--- src/rtl/id_ex_register.sv ---
// ID/EX pipeline register with load-use hazard detection and a saturating stall counter.
// A stall or an EX flush turns the captured instruction into a bubble; the data fields still capture their inputs.
module id_ex_register #(
  parameter int XLEN = 32
) (
  input  logic            clk,
  input  logic            reset_n,
  input  logic [4:0]      IF_ID_RegisterRs1,
  input  logic [4:0]      IF_ID_RegisterRs2,
  input  logic [4:0]      IF_ID_RegisterRd,
  input  logic            IF_ID_UsesRs2,
  input  logic [XLEN-1:0] ID_ReadData1,
  input  logic [XLEN-1:0] ID_ReadData2,
  input  logic [XLEN-1:0] ID_Imm,
  input  logic [XLEN-1:0] ID_PC,
  input  logic            ID_RegWrite,
  input  logic            ID_MemRead,
  input  logic            ID_MemWrite,
  input  logic            ID_MemToReg,
  input  logic            ID_Branch,
  input  logic            ID_ALUSrc,
  input  logic [1:0]      ID_ALUOp,
  input  logic            ID_Valid,
  input  logic            EX_Flush,
  output logic [4:0]      ID_EX_RegisterRs1,
  output logic [4:0]      ID_EX_RegisterRs2,
  output logic [4:0]      ID_EX_RegisterRd,
  output logic [XLEN-1:0] ID_EX_ReadData1,
  output logic [XLEN-1:0] ID_EX_ReadData2,
  output logic [XLEN-1:0] ID_EX_Imm,
  output logic [XLEN-1:0] ID_EX_PC,
  output logic            ID_EX_RegWrite,
  output logic            ID_EX_MemRead,
  output logic            ID_EX_MemWrite,
  output logic            ID_EX_MemToReg,
  output logic            ID_EX_Branch,
  output logic            ID_EX_ALUSrc,
  output logic [1:0]      ID_EX_ALUOp,
  output logic            ID_EX_Valid,
  output logic            Stall,
  output logic            PCWrite,
  output logic            IF_ID_Write,
  output logic [15:0]     StallCount
);

  logic        src_match;
  logic        bubble;
  logic [15:0] stall_cnt_q;

  // A flush kills the decode instruction, so it can never be the consumer of a load.
  always_comb begin
    src_match = (ID_EX_RegisterRd == IF_ID_RegisterRs1) ||
                (IF_ID_UsesRs2 && (ID_EX_RegisterRd == IF_ID_RegisterRs2));
    Stall     = ID_EX_Valid && ID_EX_MemRead && (ID_EX_RegisterRd != 5'd0) &&
                ID_Valid && src_match && !EX_Flush;
  end

  assign PCWrite     = !Stall;
  assign IF_ID_Write = !Stall;
  assign bubble      = Stall || EX_Flush;
  assign StallCount  = stall_cnt_q;

  always_ff @(posedge clk or negedge reset_n) begin
    if (!reset_n) begin
      ID_EX_RegisterRs1 <= '0;
      ID_EX_RegisterRs2 <= '0;
      ID_EX_ReadData1   <= '0;
      ID_EX_ReadData2   <= '0;
      ID_EX_Imm         <= '0;
      ID_EX_PC          <= '0;
    end else begin
      ID_EX_RegisterRs1 <= IF_ID_RegisterRs1;
      ID_EX_RegisterRs2 <= IF_ID_RegisterRs2;
      ID_EX_ReadData1   <= ID_ReadData1;
      ID_EX_ReadData2   <= ID_ReadData2;
      ID_EX_Imm         <= ID_Imm;
      ID_EX_PC          <= ID_PC;
    end
  end

  always_ff @(posedge clk or negedge reset_n) begin
    if (!reset_n) begin
      ID_EX_RegisterRd <= '0;
      ID_EX_RegWrite   <= 1'b0;
      ID_EX_MemRead    <= 1'b0;
      ID_EX_MemWrite   <= 1'b0;
      ID_EX_MemToReg   <= 1'b0;
      ID_EX_Branch     <= 1'b0;
      ID_EX_ALUSrc     <= 1'b0;
      ID_EX_ALUOp      <= 2'b00;
      ID_EX_Valid      <= 1'b0;
    end else if (bubble) begin
      ID_EX_RegisterRd <= '0;
      ID_EX_RegWrite   <= 1'b0;
      ID_EX_MemRead    <= 1'b0;
      ID_EX_MemWrite   <= 1'b0;
      ID_EX_MemToReg   <= 1'b0;
      ID_EX_Branch     <= 1'b0;
      ID_EX_ALUSrc     <= 1'b0;
      ID_EX_ALUOp      <= 2'b00;
      ID_EX_Valid      <= 1'b0;
    end else begin
      ID_EX_RegisterRd <= IF_ID_RegisterRd;
      ID_EX_RegWrite   <= ID_RegWrite;
      ID_EX_MemRead    <= ID_MemRead;
      ID_EX_MemWrite   <= ID_MemWrite;
      ID_EX_MemToReg   <= ID_MemToReg;
      ID_EX_Branch     <= ID_Branch;
      ID_EX_ALUSrc     <= ID_ALUSrc;
      ID_EX_ALUOp      <= ID_ALUOp;
      ID_EX_Valid      <= ID_Valid;
    end
  end

  always_ff @(posedge clk or negedge reset_n) begin
    if (!reset_n) begin
      stall_cnt_q <= '0;
    end else if (Stall && (stall_cnt_q != 16'hFFFF)) begin
      stall_cnt_q <= stall_cnt_q + 16'd1;
    end
  end

endmodule

--- config.mk ---
export PLATFORM = sky130hd
export DESIGN_NAME = id_ex_register
export DESIGN_NICKNAME = d
export VERILOG_FILES = /design/src/rtl/id_ex_register.sv
export SDC_FILE = /design/constraint.sdc
export NUM_CORES = 1
export LEC_CHECK = 0
export BUFFER_PORTS_ARGS = -buffer_cell sky130_fd_sc_hd__buf_4
export CORE_AREA = 2 2 126 128
export CTS_CLUSTER_SIZE = 24
export DETAILED_ROUTE_END_ITERATION = 12
export DIE_AREA = 0 0 128 130
export PLACE_DENSITY = 0.77
export SETUP_SLACK_MARGIN = 0.4
export SLEW_MARGIN = 20
export SYNTH_ARGS = -nofsm -noshare
export SYNTH_HDL_FRONTEND = slang
export SYNTH_SLANG_ARGS = --single-unit
--- constraint.sdc ---
create_clock -name clk -period 1.91 [get_ports clk]
set_input_delay 0.382 -clock clk [delete_from_list [all_inputs] [get_ports clk]]
set_output_delay 0.382 -clock clk [all_outputs]
set_load 0.01 [all_outputs]
==> results of run 1 <==
critical path: stages, from the launching register on:
cell,delay [ns]
dfrtp_1,0.39
or4_4,0.56
o21ai_4,0.19
nor2_2,0.08
nand2_2,0.09
inv_2,0.04
buf_6,0.11
registers in the layout, summed over array words and instances, names as in the netlist:
register,count
ID_EX_ALUOp,2
ID_EX_ALUSrc,1
ID_EX_Branch,1
ID_EX_Imm,32
ID_EX_MemRead,1
ID_EX_MemToReg,1
ID_EX_MemWrite,1
ID_EX_PC,32
ID_EX_ReadData1,32
ID_EX_ReadData2,32
ID_EX_RegWrite,1
ID_EX_RegisterRd,5
ID_EX_RegisterRs1,5
ID_EX_RegisterRs2,5
ID_EX_Valid,1
StallCount,16
layer usage:
layer	up-vias	track usage (%)	wire length [µm]
met5	-	0	13
met4	2	9.11	486
met3	34	5.62	1080
met2	176	31.5	8370
met1	1780	20.2	5840
li1	1638	-	-
cells in the mapped netlist:
library cell / n / area (µm²)
a21oi_2: 1 / 8.76
and2_1: 14 / 87.6
and3_2: 1 / 7.51
and3b_4: 1 / 12.5
and4_1: 1 / 8.76
and4bb_2: 1 / 12.5
buf_2: 2 / 10.0
buf_4: 1 / 7.51
clkbuf_1: 1 / 3.75
dfrtp_1: 168 / 4200
ha_1: 1 / 12.5
inv_1: 1 / 3.75
inv_2: 1 / 3.75
mux2_2: 1 / 11.3
mux2_4: 1 / 15.0
nand2_1: 7 / 26.3
nand2b_1: 1 / 6.26
nand3_1: 16 / 80.1
nand4_1: 7 / 43.8
nand4b_1: 1 / 8.76
nor2_1: 7 / 26.3
nor2_4: 1 / 11.3
nor3_1: 5 / 25.0
nor3b_1: 2 / 15.0
nor4_1: 1 / 6.26
nor4_4: 1 / 21.3
nor4b_1: 1 / 8.76
o21ai_4: 1 / 16.3
o22ai_1: 1 / 6.26
or3_1: 1 / 6.26
or4_4: 1 / 11.3
xnor2_1: 23 / 201
xor2_1: 1 / 8.76
final cells by class:
type | count | area [µm²] | share of cell area (%)
inverters | 2 | 7.51 | 0.0865
repair buffers | 354 | 2750 | 31.7
well taps | 192 | 240 | 2.77
multi-input cells | 100 | 838 | 9.65
flip-flops and latches | 168 | 4210 | 48.5
clock buffers | 20 | 457 | 5.26
clock inverters | 12 | 181 | 2.09
stage by stage:
step           TNS [ns]  cell area, µm²  worst slack, ns  util (%)
3_5_place_dp    -0.0104            7800          -0.0104      50.5
3_3_place_gp          0            7800          0.00262      50.5
2_1_floorplan    -0.138            4950          -0.0646         -
4_1_cts           -1.11            8520           -0.342      55.2
5_1_grt           -4.07            8680           -0.424      56.3
6_report          -2.54            8680           -0.335      56.3
report_power, final:
group	leakage (µW)	switching (µW)	internal (µW)	total (µW)
registers	0.00201	58.4	3720	3780
logic	0.00201	345	480	825
clock network	0.000312	1480	2180	3660
total	0.00433	1880	6380	8260
final timing paths:
path	slack, ns	end	depth (start not counted)
min in group asynchronous	0.45	StallCount[9]$_DFFE_PN0P_	2
hold reg to reg	0.52	StallCount[13]$_DFFE_PN0P_	1
hold / removal	0.06	ID_EX_Imm[31]$_DFF_PN0_	1
setup / recovery	-0.34	Stall	6
setup reg to reg	-0.15	StallCount[14]$_DFFE_PN0P_	8
max in group asynchronous	0.84	ID_EX_RegisterRd[3]$_DFF_PN0_	3
cell families (layout without fill, tap and decap cells):
group	count (synthesis)	count (layout)	synth area share [%]
AOI/OAI and AO/OA	3	3	0.634
and+or+nand+nor	70	70	8.61
DFF	168	168	85.1
xor gates and xnor gates	24	24	4.26
muxes	2	2	0.532
adders and majority gates	1	1	0.253
buffers and inverters	6	388	0.583
what timing repair did:
| action | in CTS | in global routing |
|---|---|---|
| setup endpoints to repair | 33 | 39 |
| endpoints found under the hold margin | 33 | 0 |
| hold buffers | 1 | 0 |
| cloned | 0 | 1 |
| setup buffers | 2 | 6 |
| resized for setup | 14 | 23 |
| pin swaps | 8 | 10 |
==> metrics, run 1 <==
synth-to-layout area growth=75.8%; Final Slew Violations=0; drc violations=0; TritonRoute pass-1 iters=4; Worst setup startpoint=ID_EX_RegisterRd[4]$_DFF_PN0_; CTS tree=done; final total power=8260 µW; routed len/inst=18.6 µm; Leak Pwr=0.00433 µW; Hold WC Path Type=primary input to register; Syn Std Cell Area=0.00494 mm²; Clock Tree Root=clkbuf_16; Synthesized Nets=431; final wirelength=15,800 µm; DR vias=3,630; Layout fillers=1,254; crit end category=primary output; synth warn=0; Hold Startpoint=ID_Imm[31]; most common cell after layout, fill and taps aside=buf_4; synthesis-stage register bit count=168; worst skew pair latency=0.42 ns; Die W=128 µm; CP Max Fanout=3; Req. time, crit path=1.53 ns; clk_skew=0.00607 ns; NumNets Final=800; vias in the first global route=3,961; commonest cells after routing, fill and taps aside=buf_4, dfrtp_1, clkbuf_16; Core ar.=0.0154 mm²; vias per cell=4.28; Die Ht=130 µm; ANT nets after route=0; CTS sink count=168; RD Place Congestion=0.876; largest net degree at the start of global routing=55; final hold vios=0; crit path DAT=1.86 ns; Final setup viols=20; Seq/Total Area, Yosys=85.1%; Rel. slew slack=74.5%; total CTS buffers=17; FP Rows=46; Fmax=445 MHz; status=complete, but fails checks; critical path type=register to primary output; WHS=0.0640 ns; VDD IR max=0.501 mV; initial antenna violation count=1; cells after synthesis=274; Distinct cells, synth=33; clk slew on worst S/H paths=0.07 ns; GRT Overall Usage=18.1%; layout cells sized above 1=63.6%; Final Critical Period=2.25 ns; reg2reg start=ID_EX_RegisterRd[4]$_DFF_PN0_; final std cells w/o fill=848; CTS Buffer Depth=2; Inst Count DP=806; RSZ-0062 raised after global routing=true; final period utilization=118%; PwrDens=952 mW/mm²; die footprint=0.0166 mm²; failing checks=setup timing; startpoint types=register; MaxCap Viol Count=0; io pins=327; detailed router's first-iteration violation count=108; worst setup margin=-0.335 ns; Slew @ Worst Pin=0.383 ns; mean area per synthesized cell=18.0 µm²; H-Tree Level Count=4; DP Wirelength=12,100 µm; first-pass GRT wire length=22,100 µm; Ant. Diodes=0; grt ovf=0; Initial Utilization=32.0%; IO Port Bufs=326
Power figures use the tool's default switching activity.
==> run 2: changes to the inputs <==
SKIP_LAST_GASP = 1   (was unset)
==> run 2 against run 1 <==
The flow still finishes with violations (setup timing); clock skew shrank 0.0029 ns; final area down 0.61%; die area unchanged; critical path type unchanged; highest routed layer unchanged.
==> metrics, run 2 (synthesis gave the netlist of run 1 again) <==
status=complete, but fails checks (unchanged); failing checks=setup timing (unchanged); Fmax=451 MHz (was 445 MHz); CTS sink count=168 (unchanged); final hold vios=0 (unchanged); Slew @ Worst Pin=0.382 ns (was 0.383 ns); Final Critical Period=2.22 ns (was 2.25 ns); Hold WC Path Type=primary input to register (unchanged); Final Slew Violations=0 (unchanged); TritonRoute pass-1 iters=4 (unchanged); PwrDens=956 mW/mm² (was 952 mW/mm²); CP Max Fanout=3 (unchanged); CTS tree=done (unchanged); Clock Tree Root=clkbuf_16 (unchanged); layout cells sized above 1=62.7% (was 63.6%); worst skew pair latency=0.41 ns (was 0.42 ns); initial antenna violation count=1 (unchanged); Crit-path slowest cell=or4_4 (unchanged); ANT nets after route=0 (unchanged); H-Tree Level Count=4 (unchanged); Initial Utilization=32.0% (unchanged); CTS Buffer Depth=2 (unchanged); Layout fillers=1,267 (was 1,254); first-pass GRT wire length=22,100 µm (about the same); Die Ht=130 µm (unchanged); VDD IR max=0.499 mV (was 0.501 mV); synth-to-layout area growth=74.8% (was 75.8%); grt ovf=0 (unchanged); MaxCap Viol Count=0 (unchanged); crit path DAT=1.83 ns (was 1.86 ns); largest net degree at the start of global routing=55 (unchanged); Die W=128 µm (unchanged); WHS=0.0653 ns (was 0.0640 ns); NumNets Final=799 (was 800); routed len/inst=18.4 µm (was 18.6 µm); io pins=327 (unchanged); RSZ-0062 raised after global routing=true (unchanged); Rel. slew slack=74.5% (about the same); IO Port Bufs=326 (unchanged); Bufs and invs on worst path=2 (unchanged); GRT Overall Usage=18.1% (about the same); Core ar.=0.0154 mm² (unchanged); vias in the first global route=3,958 (was 3,961); post-layout util=56.0% (was 56.3%); critical-path cell list=or4_4 > o21ai_4 > nor2_2 > nand2_2 > inv_2 > buf_6 (unchanged); crit end category=primary output (unchanged); Ant. Diodes=0 (unchanged); Top delay family on crit path=simple AND/OR/NAND/NOR gates (unchanged); die footprint=0.0166 mm² (unchanged); Leak Pwr=0.00431 µW (was 0.00433 µW); most common cell after layout, fill and taps aside=buf_4 (unchanged); worst setup margin=-0.307 ns (was -0.335 ns); total CTS buffers=17 (unchanged); Crit path largest cell delay=0.55 ns (was 0.56 ns); final period utilization=116% (was 118%); final total power=8250 µW (was 8260 µW); drc violations=0 (unchanged); detailed router's first-iteration violation count=120 (was 108); RD Place Congestion=0.876 (unchanged); critical path type=register to primary output (unchanged); FP Rows=46 (unchanged); vias per cell=4.26 (was 4.28); DR vias=3,606 (was 3,630); Final setup viols=20 (unchanged); clk_skew=0.00316 ns (was 0.00607 ns); startpoint types=register (unchanged); commonest cells after routing, fill and taps aside=buf_4, dfrtp_1, clkbuf_16 (unchanged); DP Wirelength=12,100 µm (unchanged); final wirelength=15,600 µm (was 15,800 µm); Req. time, crit path=1.53 ns (about the same); clk slew on worst S/H paths=0.07 ns (about the same)
-- run 2: final cells by class --
cell class	count	area, µm²	share of cell area (%)
Inverter	2	7.51	0.0870
Sequential cell	168	4210	48.7
Clock inverter	12	181	2.10
Tap cell	192	240	2.78
Multi-Input combinational cell	100	806	9.34
Clock buffer	20	457	5.29
Timing Repair Buffer	353	2730	31.7
-- run 2: layer usage --
metal  GRT usage, %  wire length (µm)  vias up
met5              0                13        -
met4           9.11               470        2
met3           5.62              1070       33
met1           20.1              5810     1764
li1               -                 -     1637
met2           31.5              8260      170
-- run 2: final timing paths --
kind	cells after the start	slack (ns)	end	startpoint
max in group asynchronous	3	0.85	ID_EX_RegisterRd[1]$_DFF_PN0_	reset_n
min in group asynchronous	2	0.45	StallCount[9]$_DFFE_PN0P_	reset_n
worst max register to register	8	-0.15	StallCount[14]$_DFFE_PN0P_	ID_EX_RegisterRd[4]$_DFF_PN0_
worst max-delay path	6	-0.31	Stall	ID_EX_RegisterRd[4]$_DFF_PN0_
worst min register to register	1	0.52	StallCount[13]$_DFFE_PN0P_	StallCount[13]$_DFFE_PN0P_
worst min-delay path	1	0.07	ID_EX_Imm[31]$_DFF_PN0_	ID_Imm[31]
-- run 2: worst reg2reg max path: cells and delay by family (launching register included) --
kind	cells	cell delay [ns]
simple gates	3	0.71
flops	1	0.37
compound gates	1	0.18
buf+inv	3	0.39
mux	1	0.30
-- run 2: through the flow --
stage	setup WS, ns	cells	cell area [µm²]	TNS (ns)
floorplan	-0.0646	274	4950	-0.138
global placement	0.00262	806	7800	0
detailed placement	-0.0104	806	7800	-0.0104
CTS	-0.342	841	8500	-1.11
global route	-0.384	847	8630	-3.42
finish	-0.307	847	8630	-2.01
-- run 2: power breakdown --
part	switching (µW)	leakage [µW]	total, µW	internal, µW
clock network	1470	0.000312	3650	2180
logic	342	0.00199	820	478
registers	57.5	0.00201	3780	3720
-- run 2: what timing repair did --
action,CTS,global route
gates cloned,0,1
hold endpoints to repair,33,0
gates resized for setup,11,17
hold buffers,1,0
setup endpoints to repair,33,39
setup buffers,2,5
pin swaps,7,10
==> run 3: changes to the inputs <==
ABC_AREA = 1   (was unset)
CORE_AREA = 2 2 128 130   (was 2 2 126 128)
DIE_AREA = 0 0 130 132   (was 0 0 128 130)
SKIP_CTS_REPAIR_TIMING = 1   (was unset)
==> run 3 against run 2 <==
The run still ends with setup timing left; largest power group unchanged; critical endpoint unchanged; total power is 3.7% lower; critical path depth is 1 higher; synthesized cell count is 37% higher.
==> metrics, run 3 <==
status=complete, but fails checks (unchanged); failing checks=setup timing (unchanged); grt met1 use=20.3% (was 20.1%); RD Place Congestion=0.869 (was 0.876); largest net degree at the start of global routing=44 (was 55); IO Port Bufs=326 (unchanged); DP Wirelength=11,800 µm (was 12,100 µm); EDFF count, synth=0 (unchanged); FP Rows=46 (unchanged); TritonRoute pass-1 iters=4 (unchanged); Core ar.=0.0157 mm² (was 0.0154 mm²); most common cell after layout, fill and taps aside=buf_4 (unchanged); clk_skew=0.00503 ns (was 0.00316 ns); CTS Buffer Depth=2 (unchanged); Inst Count DP=920 (was 806); Crit path largest cell delay=0.44 ns (was 0.55 ns); PwrDens=915 mW/mm² (was 956 mW/mm²); first-pass GRT wire length=22,300 µm (was 22,100 µm); Rel. slew slack=72.0% (was 74.5%); Slew @ Worst Pin=0.419 ns (was 0.382 ns); routed len/inst=15.7 µm (was 18.4 µm); die footprint=0.0172 mm² (was 0.0166 mm²); met2 Track Usage GR=29.2% (was 31.5%); crit path DAT=1.60 ns (was 1.83 ns); Clock Tree Root=clkbuf_16 (unchanged); final period utilization=104% (was 116%); Top delay family on crit path=flip-flops (was simple AND/OR/NAND/NOR gates); final hold vios=0 (unchanged); DR vias=3,986 (was 3,606); setup TNS=-0.161 ns (was -2.01 ns); crit end category=primary output (unchanged); mean area per synthesized cell=13.8 µm² (was 18.0 µm²); final std cells w/o fill=961 (was 847); Post-synth ARST share=100% (unchanged); ANT nets after route=0 (unchanged); vias in the first global route=4,083 (was 3,958); Seq/Total Area, Yosys=80.7% (was 85.1%); Distinct cells, synth=24 (was 33); vias per cell=4.15 (was 4.26); area share of the largest cell type after synthesis=80.7% (was 85.1%); startpoint types=register (unchanged); Ant. Diodes=0 (unchanged); detailed router's first-iteration violation count=164 (was 120); final total power=7950 µW (was 8250 µW); critical path type=register to primary output (unchanged); CP Max Fanout=4 (was 3); critical-path cell list=inv_2 > nand4_1 > o21ai_1 > inv_2 > nand3_4 > inv_2 > buf_4 (was or4_4 > o21ai_4 > nor2_2 > nand2_2 > inv_2 > buf_6); clk slew on worst S/H paths=0.07 ns (about the same); footprint of the multi-input gates=823 µm² (was 806 µm²); cells after synthesis=376 (was 274); GRT Overall Usage=17.5% (was 18.1%); Bufs and invs on worst path=4 (was 2); Area contributors post-synth=dfrtp_1, nand2_1, inv_1, nor2_1, xnor2_1 (was dfrtp_1, xnor2_1, and2_1, nand3_1, nand4_1); CTS tree=done (unchanged); CP dominant cell by count=inv_2; cell taking the most area after synthesis=dfrtp_1 (unchanged); worst setup margin=-0.0717 ns (was -0.307 ns); synthesis-stage register bit count=168 (unchanged); Final Critical Period=1.98 ns (was 2.22 ns); Top FF cell, synth=dfrtp_1 (unchanged); Crit-path slowest cell=dfrtp_2 (was or4_4); NumNets Final=889 (was 799); top cells by count, synth=dfrtp_1, nand2_1, inv_1, nor2_1, nand2_2 (was dfrtp_1, xnor2_1, nand3_1, and2_1); Synthesized Nets=533 (was 431); Initial Utilization=33.1% (was 32.0%); initial antenna violation count=1 (unchanged); Leak Pwr=0.00451 µW (was 0.00431 µW); Final setup viols=3 (was 20); commonest cells after routing, fill and taps aside=buf_4, dfrtp_1, nand2_1 (was buf_4, dfrtp_1, clkbuf_16); io pins=327 (unchanged); GR Util met3=6.53% (was 5.62%); most common cell in the netlist=dfrtp_1 (unchanged); drc violations=0 (unchanged); final wirelength=15,100 µm (was 15,600 µm); layout cells sized above 1=54.0% (was 62.7%); Syn Std Cell Area=0.00521 mm² (was 0.00494 mm²); RSZ-0062 raised after global routing=true (unchanged); H-Tree Level Count=4 (unchanged); synth warn=0 (unchanged); Die W=130 µm (was 128 µm); Die Ht=132 µm (was 130 µm); total CTS buffers=17 (unchanged); Fmax=505 MHz (was 451 MHz); MaxCap Viol Count=0 (unchanged); Hold WC Path Type=primary input to register (unchanged); VDD IR max=0.580 mV (was 0.499 mV); Seq. cell area=0.00421 mm² (about the same); Req. time, crit path=1.53 ns (about the same); synth-to-layout area growth=66.9% (was 74.8%); grt ovf=0 (unchanged); CTS sink count=168 (unchanged); Layout fillers=1,331 (was 1,267); Final Slew Violations=0 (unchanged); worst skew pair latency=0.41 ns (about the same); busiest grt layer=met2 (unchanged)
run 3: logic make-up after synthesis:
kind of cell	share of synthesized area, %
flip-flops	80.7
AO/OA/AOI/OAI	0.0960
adder cells (fa/ha/maj)	0.240
buffers and inverters	3.72
XOR/XNOR	2.36
AND/OR/NAND/NOR	12.8
run 3: layout make-up:
class                      instances  area share (%)
clock buffer                      18            4.94
clock inverter                    14            1.79
inverter                          43            1.86
multi-input combinational        161            9.48
sequential                       168            48.5
tap                              216            3.11
timing repair buffer             341            30.4
run 3: stage by stage:
stage                     area, µm²  hold WS, ns  setup slack, ns  util, %
final                          8690       0.0674          -0.0717     55.3
after global routing           8690       0.0395           -0.221     55.3
after floorplan                5220       0.0864            0.395        -
after detailed placement       7990        0.334            0.226     50.9
after CTS                      8580       -0.120           -0.212     54.6
after global placement         7990        0.334            0.248     50.9
run 3: final timing paths:
path	endpoint	startpoint	cells after the start	slack, ns
setup / recovery	Stall	ID_EX_RegisterRd[2]$_DFF_PN0_	7	-0.07
min in group asynchronous	StallCount[15]$_DFFE_PN0P_	reset_n	2	0.45
hold reg to reg	StallCount[5]$_DFFE_PN0P_	StallCount[5]$_DFFE_PN0P_	2	0.55
max in group asynchronous	ID_EX_RegisterRd[0]$_DFF_PN0_	reset_n	3	0.87
setup reg to reg	StallCount[9]$_DFFE_PN0P_	ID_EX_RegisterRd[1]$_DFF_PN0_	12	0.28
hold / removal	ID_EX_PC[1]$_DFF_PN0_	ID_PC[1]	1	0.07
run 3: power by group:
part | switching, µW | total (µW) | internal, µW
registers | 61.6 | 3780 | 3720
clock network | 1530 | 3390 | 1860
logic | 331 | 775 | 444
run 3: worst reg2reg max path, stage by stage, from the launching register on:
cell and delay (ns):
dfrtp_1 0.40, inv_2 0.06, nand2_1 0.05, nand2_1 0.05, nor2_1 0.13, nand3_2 0.10, nand2_4 0.11, nand3_4 0.09
buf_4 0.17, nor2_8 0.15, buf_6 0.15, nand2_2 0.05, nand2_1 0.05
run 3: metal layers:
metal	up-vias	wire length, µm
met2	200	7710
li1	1856	-
met5	-	8
met3	30	1310
met4	2	329
met1	1898	5720
